**config.mk**
```make
export PLATFORM = sky130hd
export DESIGN_NAME = reg_file_8x8_flat
export DESIGN_NICKNAME = d
export VERILOG_FILES = /design/src/rtl/reg_file_pkg.sv /design/src/rtl/reg_file_8x8_if.sv /design/src/rtl/reg_file_read_port.sv /design/src/rtl/reg_file_8x8.sv /design/src/flat_wrapper.sv
export SDC_FILE = /design/constraint.sdc
export NUM_CORES = 1
export LEC_CHECK = 0
export BUFFER_PORTS_ARGS = -buffer_cell sky130_fd_sc_hd__buf_2
export CAP_MARGIN = 20
export CORE_MARGIN = 4
export CORE_UTILIZATION = 24
export CTS_BUF_LIST = sky130_fd_sc_hd__clkbuf_4 sky130_fd_sc_hd__clkbuf_8
export DETAILED_ROUTE_END_ITERATION = 6
export PLACE_DENSITY = 0.49
export SLEW_MARGIN = 5
export SYNTH_ARGS = -nofsm -noshare
export SYNTH_HDL_FRONTEND = slang
export SYNTH_SLANG_ARGS = --single-unit
```
**constraint.sdc**
```tcl
create_clock -name CLK -period 2.5 [get_ports CLK]
set_clock_uncertainty 0.15 [all_clocks]
set_input_delay 0 -clock CLK [delete_from_list [all_inputs] [get_ports CLK]]
set_output_delay 0 -clock CLK [all_outputs]
set_load 0.05 [all_outputs]
```
**src/rtl/reg_file_pkg.sv**
```systemverilog
// Shared types for the 8-bit datapath: register file and ALU function units.
package reg_file_pkg;
  localparam int DATA_W   = 8;
  localparam int ADDR_W   = 3;
  localparam int NUM_REGS = 8;

  typedef logic signed [DATA_W-1:0] data_t;
  typedef logic        [ADDR_W-1:0] addr_t;
endpackage

```
**src/rtl/reg_file_8x8_if.sv**
```systemverilog
// Register file access bus: one write port and two read ports.
interface reg_file_8x8_if;
  import reg_file_pkg::*;

  data_t IN;
  addr_t INADDRESS;
  logic  WRITE;
  addr_t OUT1ADDRESS;
  addr_t OUT2ADDRESS;
  data_t OUT1;
  data_t OUT2;

  modport master (
    output IN, INADDRESS, WRITE, OUT1ADDRESS, OUT2ADDRESS,
    input  OUT1, OUT2
  );

  modport slave (
    input  IN, INADDRESS, WRITE, OUT1ADDRESS, OUT2ADDRESS,
    output OUT1, OUT2
  );
endinterface

```
**src/rtl/reg_file_read_port.sv**
```systemverilog
// Asynchronous read port: address mux, with write-through forwarding when
// REGFILE_BYPASS_EN is defined.
module reg_file_read_port
  import reg_file_pkg::*;
(
  input  data_t [NUM_REGS-1:0] regs,
  input  addr_t                raddr,
`ifdef REGFILE_BYPASS_EN
  input  logic                 fwd_en,
  input  addr_t                waddr,
  input  data_t                wdata,
`endif
  output data_t                rdata
);

  always_comb begin
    rdata = regs[raddr];
`ifdef REGFILE_BYPASS_EN
    // A pending write to the same index is shown before it is stored.
    if (fwd_en && (waddr == raddr)) rdata = wdata;
`endif
  end

endmodule

```
**src/rtl/reg_file_8x8.sv**
```systemverilog
// 8x8 register file: two combinational read ports, one synchronous write port.
// Optional build macro REGFILE_BYPASS_EN adds write-through forwarding on reads.
module reg_file_8x8
  import reg_file_pkg::*;
(
  input  logic           CLK,
  input  logic           RESET_N,
  reg_file_8x8_if.slave  bus
);

  data_t [NUM_REGS-1:0] regs;

  // Reset has priority over a write presented in the same cycle.
  always_ff @(posedge CLK) begin
    if (!RESET_N) begin
      regs <= '0;
    end else if (bus.WRITE) begin
      regs[bus.INADDRESS] <= bus.IN;
    end
  end

`ifdef REGFILE_BYPASS_EN
  logic fwd_en;
  assign fwd_en = RESET_N & bus.WRITE;
`endif

  reg_file_read_port u_rd1 (
    .regs   (regs),
    .raddr  (bus.OUT1ADDRESS),
`ifdef REGFILE_BYPASS_EN
    .fwd_en (fwd_en),
    .waddr  (bus.INADDRESS),
    .wdata  (bus.IN),
`endif
    .rdata  (bus.OUT1)
  );

  reg_file_read_port u_rd2 (
    .regs   (regs),
    .raddr  (bus.OUT2ADDRESS),
`ifdef REGFILE_BYPASS_EN
    .fwd_en (fwd_en),
    .waddr  (bus.INADDRESS),
    .wdata  (bus.IN),
`endif
    .rdata  (bus.OUT2)
  );

endmodule

```
**src/flat_wrapper.sv**
```systemverilog
// flat-port wrapper written by rule: the top's interface ports become plain ports
module reg_file_8x8_flat import reg_file_pkg::*;
  (CLK, RESET_N, bus_IN, bus_INADDRESS, bus_WRITE, bus_OUT1ADDRESS, bus_OUT2ADDRESS, bus_OUT1, bus_OUT2);
  reg_file_8x8_if bus_i ();
  input  logic CLK;
  input  logic RESET_N;
  input wire logic [$bits(bus_i.IN)-1:0] bus_IN;
  input wire logic [$bits(bus_i.INADDRESS)-1:0] bus_INADDRESS;
  input wire logic [$bits(bus_i.WRITE)-1:0] bus_WRITE;
  input wire logic [$bits(bus_i.OUT1ADDRESS)-1:0] bus_OUT1ADDRESS;
  input wire logic [$bits(bus_i.OUT2ADDRESS)-1:0] bus_OUT2ADDRESS;
  output wire logic [$bits(bus_i.OUT1)-1:0] bus_OUT1;
  output wire logic [$bits(bus_i.OUT2)-1:0] bus_OUT2;
  assign bus_i.IN = bus_IN;
  assign bus_i.INADDRESS = bus_INADDRESS;
  assign bus_i.WRITE = bus_WRITE;
  assign bus_i.OUT1ADDRESS = bus_OUT1ADDRESS;
  assign bus_i.OUT2ADDRESS = bus_OUT2ADDRESS;
  assign bus_OUT1 = bus_i.OUT1;
  assign bus_OUT2 = bus_i.OUT2;
  reg_file_8x8 u_core (.CLK(CLK), .RESET_N(RESET_N), .bus(bus_i));
endmodule
```
==> metrics.yaml <==
detailed_routing:
  drt_wl_total_um: 9500
  wl_met3_um: 439
  viasPerCell: 4.70
  wl_met1_um: 4370
  firstDrtPassIters: 4
  drtIter0Drc: 108
  met2_length_um: 4610
  ant_nets: 0
  num_vias: 2533
  topRoutingLayerUsed: "met4"
  routedWlPerCell_um: 17.6
  drc: 0
run_status:
  status: "finished clean"
finish:
  reg_top3: "u_core.regs x64"
  layout.nets: 370
  drive_gt1_frac: 0.217
  regArea_um2: 1280
  num_antenna_cells: 0
  multiInputGateArea_um2: 2140
  layout_commonest_cell: "nand2_1"
  n_fill_cell: 1532
  top_register: "u_core.regs"
  syn_to_final_growth_pct: 15.5
  final_cell_mix: "80 x nand2_1, 64 x dfxtp_1, 40 x a21boi_0, 35 x buf_2, 29 x mux4_1"
  largest_register_ffs: 64
yosys:
  synth_simple_gate_area_share: 0.160
  yosysWarnings: 0
  synthAdderAreaFrac: 0
  ys_seq_area_frac: 0.355
  ys_ff_latch: 64
  synthXorXnorAreaFrac: 0
  yosysUniqueCellTypes: 22
  synth_top_family_by_area: "multiplexers"
  syn_area_um2: 3610
  postSynthCellCount: 330
  muxShareOfSynthArea: 0.346
  syn_avg_cell_area_um2: 10.9
  synth_compound_area_frac: 0.0832
  synth_nets: 350
worst_hold_path:
  hold_start: "bus_INADDRESS[1]"
  min_path_type: "primary input to register"
worst_setup_path:
  ff2ff_setup_slack_ns: 1.67
  required_ns: 2.35
  crit_end: "bus_OUT1[1]"
  reg2reg_from: "u_core.regs[28]"
  cp-start-kind: "register"
  end_kind: "output port"
  reg2reg_depth: 2
  cp.arrival_ns: 1.68
  setup.worst_path.start: "u_core.regs[25]"
  cp_max_fo: 3
  path_class: "register to output port"
  timing.rr.end: "u_core.regs[28]"
cts:
  clockRootBuffer: "clkbuf_8"
  cts_resized: 0
  clkLatencyLatePin_ns: 0.33
  hold_buffers: 8
  path_clk_slew_ns: 0.07
  cts_tree: "built"
  clockBufferDepth: 2
  cts_setup_buffers: 0
  cts_sinks: 64
  cts_buffers: 9
  htreeDepth: 3
power_and_ir_drop:
  clockPowerShare: 0.446
  leakage_nw: 1.59
  ir_drop_uv: 286
  p_sw_frac: 0.230
  p_switching_mw: 0.543
  powerDensity_nw_per_um2: 565
  p_comb_frac: 0.107
  cellInternalPower_mw: 1.81
  sequentialPowerShare: 0.448
timing:
  hold_viol: 0
  setup_violations: 0
  relSlewSlack: 0.389
  period_needed_ns: 1.83
  tns_ns: 0
  setup_slack_ns: 0.668
  max_freq_ghz: 0.546
  worstMarginPinSlew_ns: 0.917
  drv_slew: 0
  period_share: 0.733
  rsz0062_at_grt: "no"
floorplanning:
  pin_count: 36
  die_y_um: 131
  die_w_um: 131
  core_area_um2: 14600
  dieArea_um2: 17100
  start_util: 0.247
  rows: 44
grt:
  grt_usage: 0.117
  grt_pass1_wl_um: 14800
  grt_max_degree: 65
  grt_pass1_vias: 2598
  globalRouteOverflowTotal: 0
  antenna_found_initial: 0
place:
  pre_cts_slack_ns: 0.767
  port_buffers: 35
  dp_hpwl_um: 6110
  place.gp.congestion: 0.710
run:
  max-cap-violations: 0
worst min-delay path by stage:
stage / cells past startpoint / end / slack [ns]
final: 5 / u_core.regs[6] / 0.16
after CTS: 5 / u_core.regs[6] / 0.15
after global routing: 5 / u_core.regs[3] / 0.19
after global placement: 3 / u_core.regs[49] / 0.18
after floorplan: 3 / u_core.regs[0] / 0.17
after detailed placement: 3 / u_core.regs[49] / 0.19
per-layer routing:
metal	up-vias	GRT usage
met3	7	0.0199
li1	1235	-
met1	1243	0.154
met5	-	0
met4	0	0.0327
met2	48	0.198
layout make-up:
| cell class | count | share of cell area |
|---|---|---|
| Clock buffer | 14 | 0.0432 |
| Tap cell | 184 | 0.0552 |
| Sequential cell | 64 | 0.307 |
| Multi-Input combinational cell | 229 | 0.513 |
| Timing Repair Buffer | 46 | 0.0666 |
| Clock inverter | 2 | 0.0144 |
cell families after synthesis:
group / Yosys count
buffers and inverters: 37
AO/OA/AOI/OAI: 40
multiplexers: 72
AND/OR/NAND/NOR: 117
flip-flops: 64
per-stage QoR:
| stage | cells | area, um^2 | utilization | hold WS [ns] | power [mW] |
|---|---|---|---|---|---|
| final | 539 | 4170 | 0.285 | 0.161 | 2.36 |
| after global placement | 515 | 3850 | 0.263 | 0.182 | 1.32 |
| after floorplan | 330 | 3610 | - | 0.174 | 1.27 |
| after CTS | 539 | 4170 | 0.285 | 0.145 | 2.39 |
| after global routing | 539 | 4170 | 0.285 | 0.186 | 2.45 |
| after detailed placement | 515 | 3850 | 0.263 | 0.193 | 1.32 |
synthesized netlist by cell type:
cell | instances | area (um^2)
mux2_2 | 16 | 180
mux4_2 | 3 | 67.6
and4bb_2 | 1 | 12.5
mux4_1 | 29 | 762
and4b_1 | 3 | 30.0
nor4b_2 | 1 | 15.0
nand4_1 | 1 | 6.26
clkbuf_1 | 21 | 78.8
mux2i_1 | 24 | 240
buf_6 | 2 | 22.5
nand4b_1 | 3 | 26.3
nor2b_1 | 24 | 150
buf_2 | 8 | 40.0
buf_1 | 3 | 11.3
dfxtp_1 | 64 | 1280
and4_1 | 1 | 8.76
buf_12 | 2 | 40.0
a21boi_0 | 40 | 300
nand2_1 | 80 | 300
nor4bb_1 | 2 | 20.0
buf_4 | 1 | 7.51
or4b_1 | 1 | 10.0
worst max-delay path, stage by stage (launching register included):
cell	delay, ns
dfxtp_1	0.33
mux4_1	0.51
mux2_2	0.30
buf_2	0.21
power groups by stage:
stage	clock, mW	sequential [mW]	combinational, mW
after CTS	1.08	1.06	0.256
final	1.05	1.06	0.251
after global placement	0	1.08	0.240
after floorplan	0	1.07	0.193
after global routing	1.12	1.06	0.272
after detailed placement	0	1.08	0.245
Note: power is estimated with default switching activity, not from simulation.
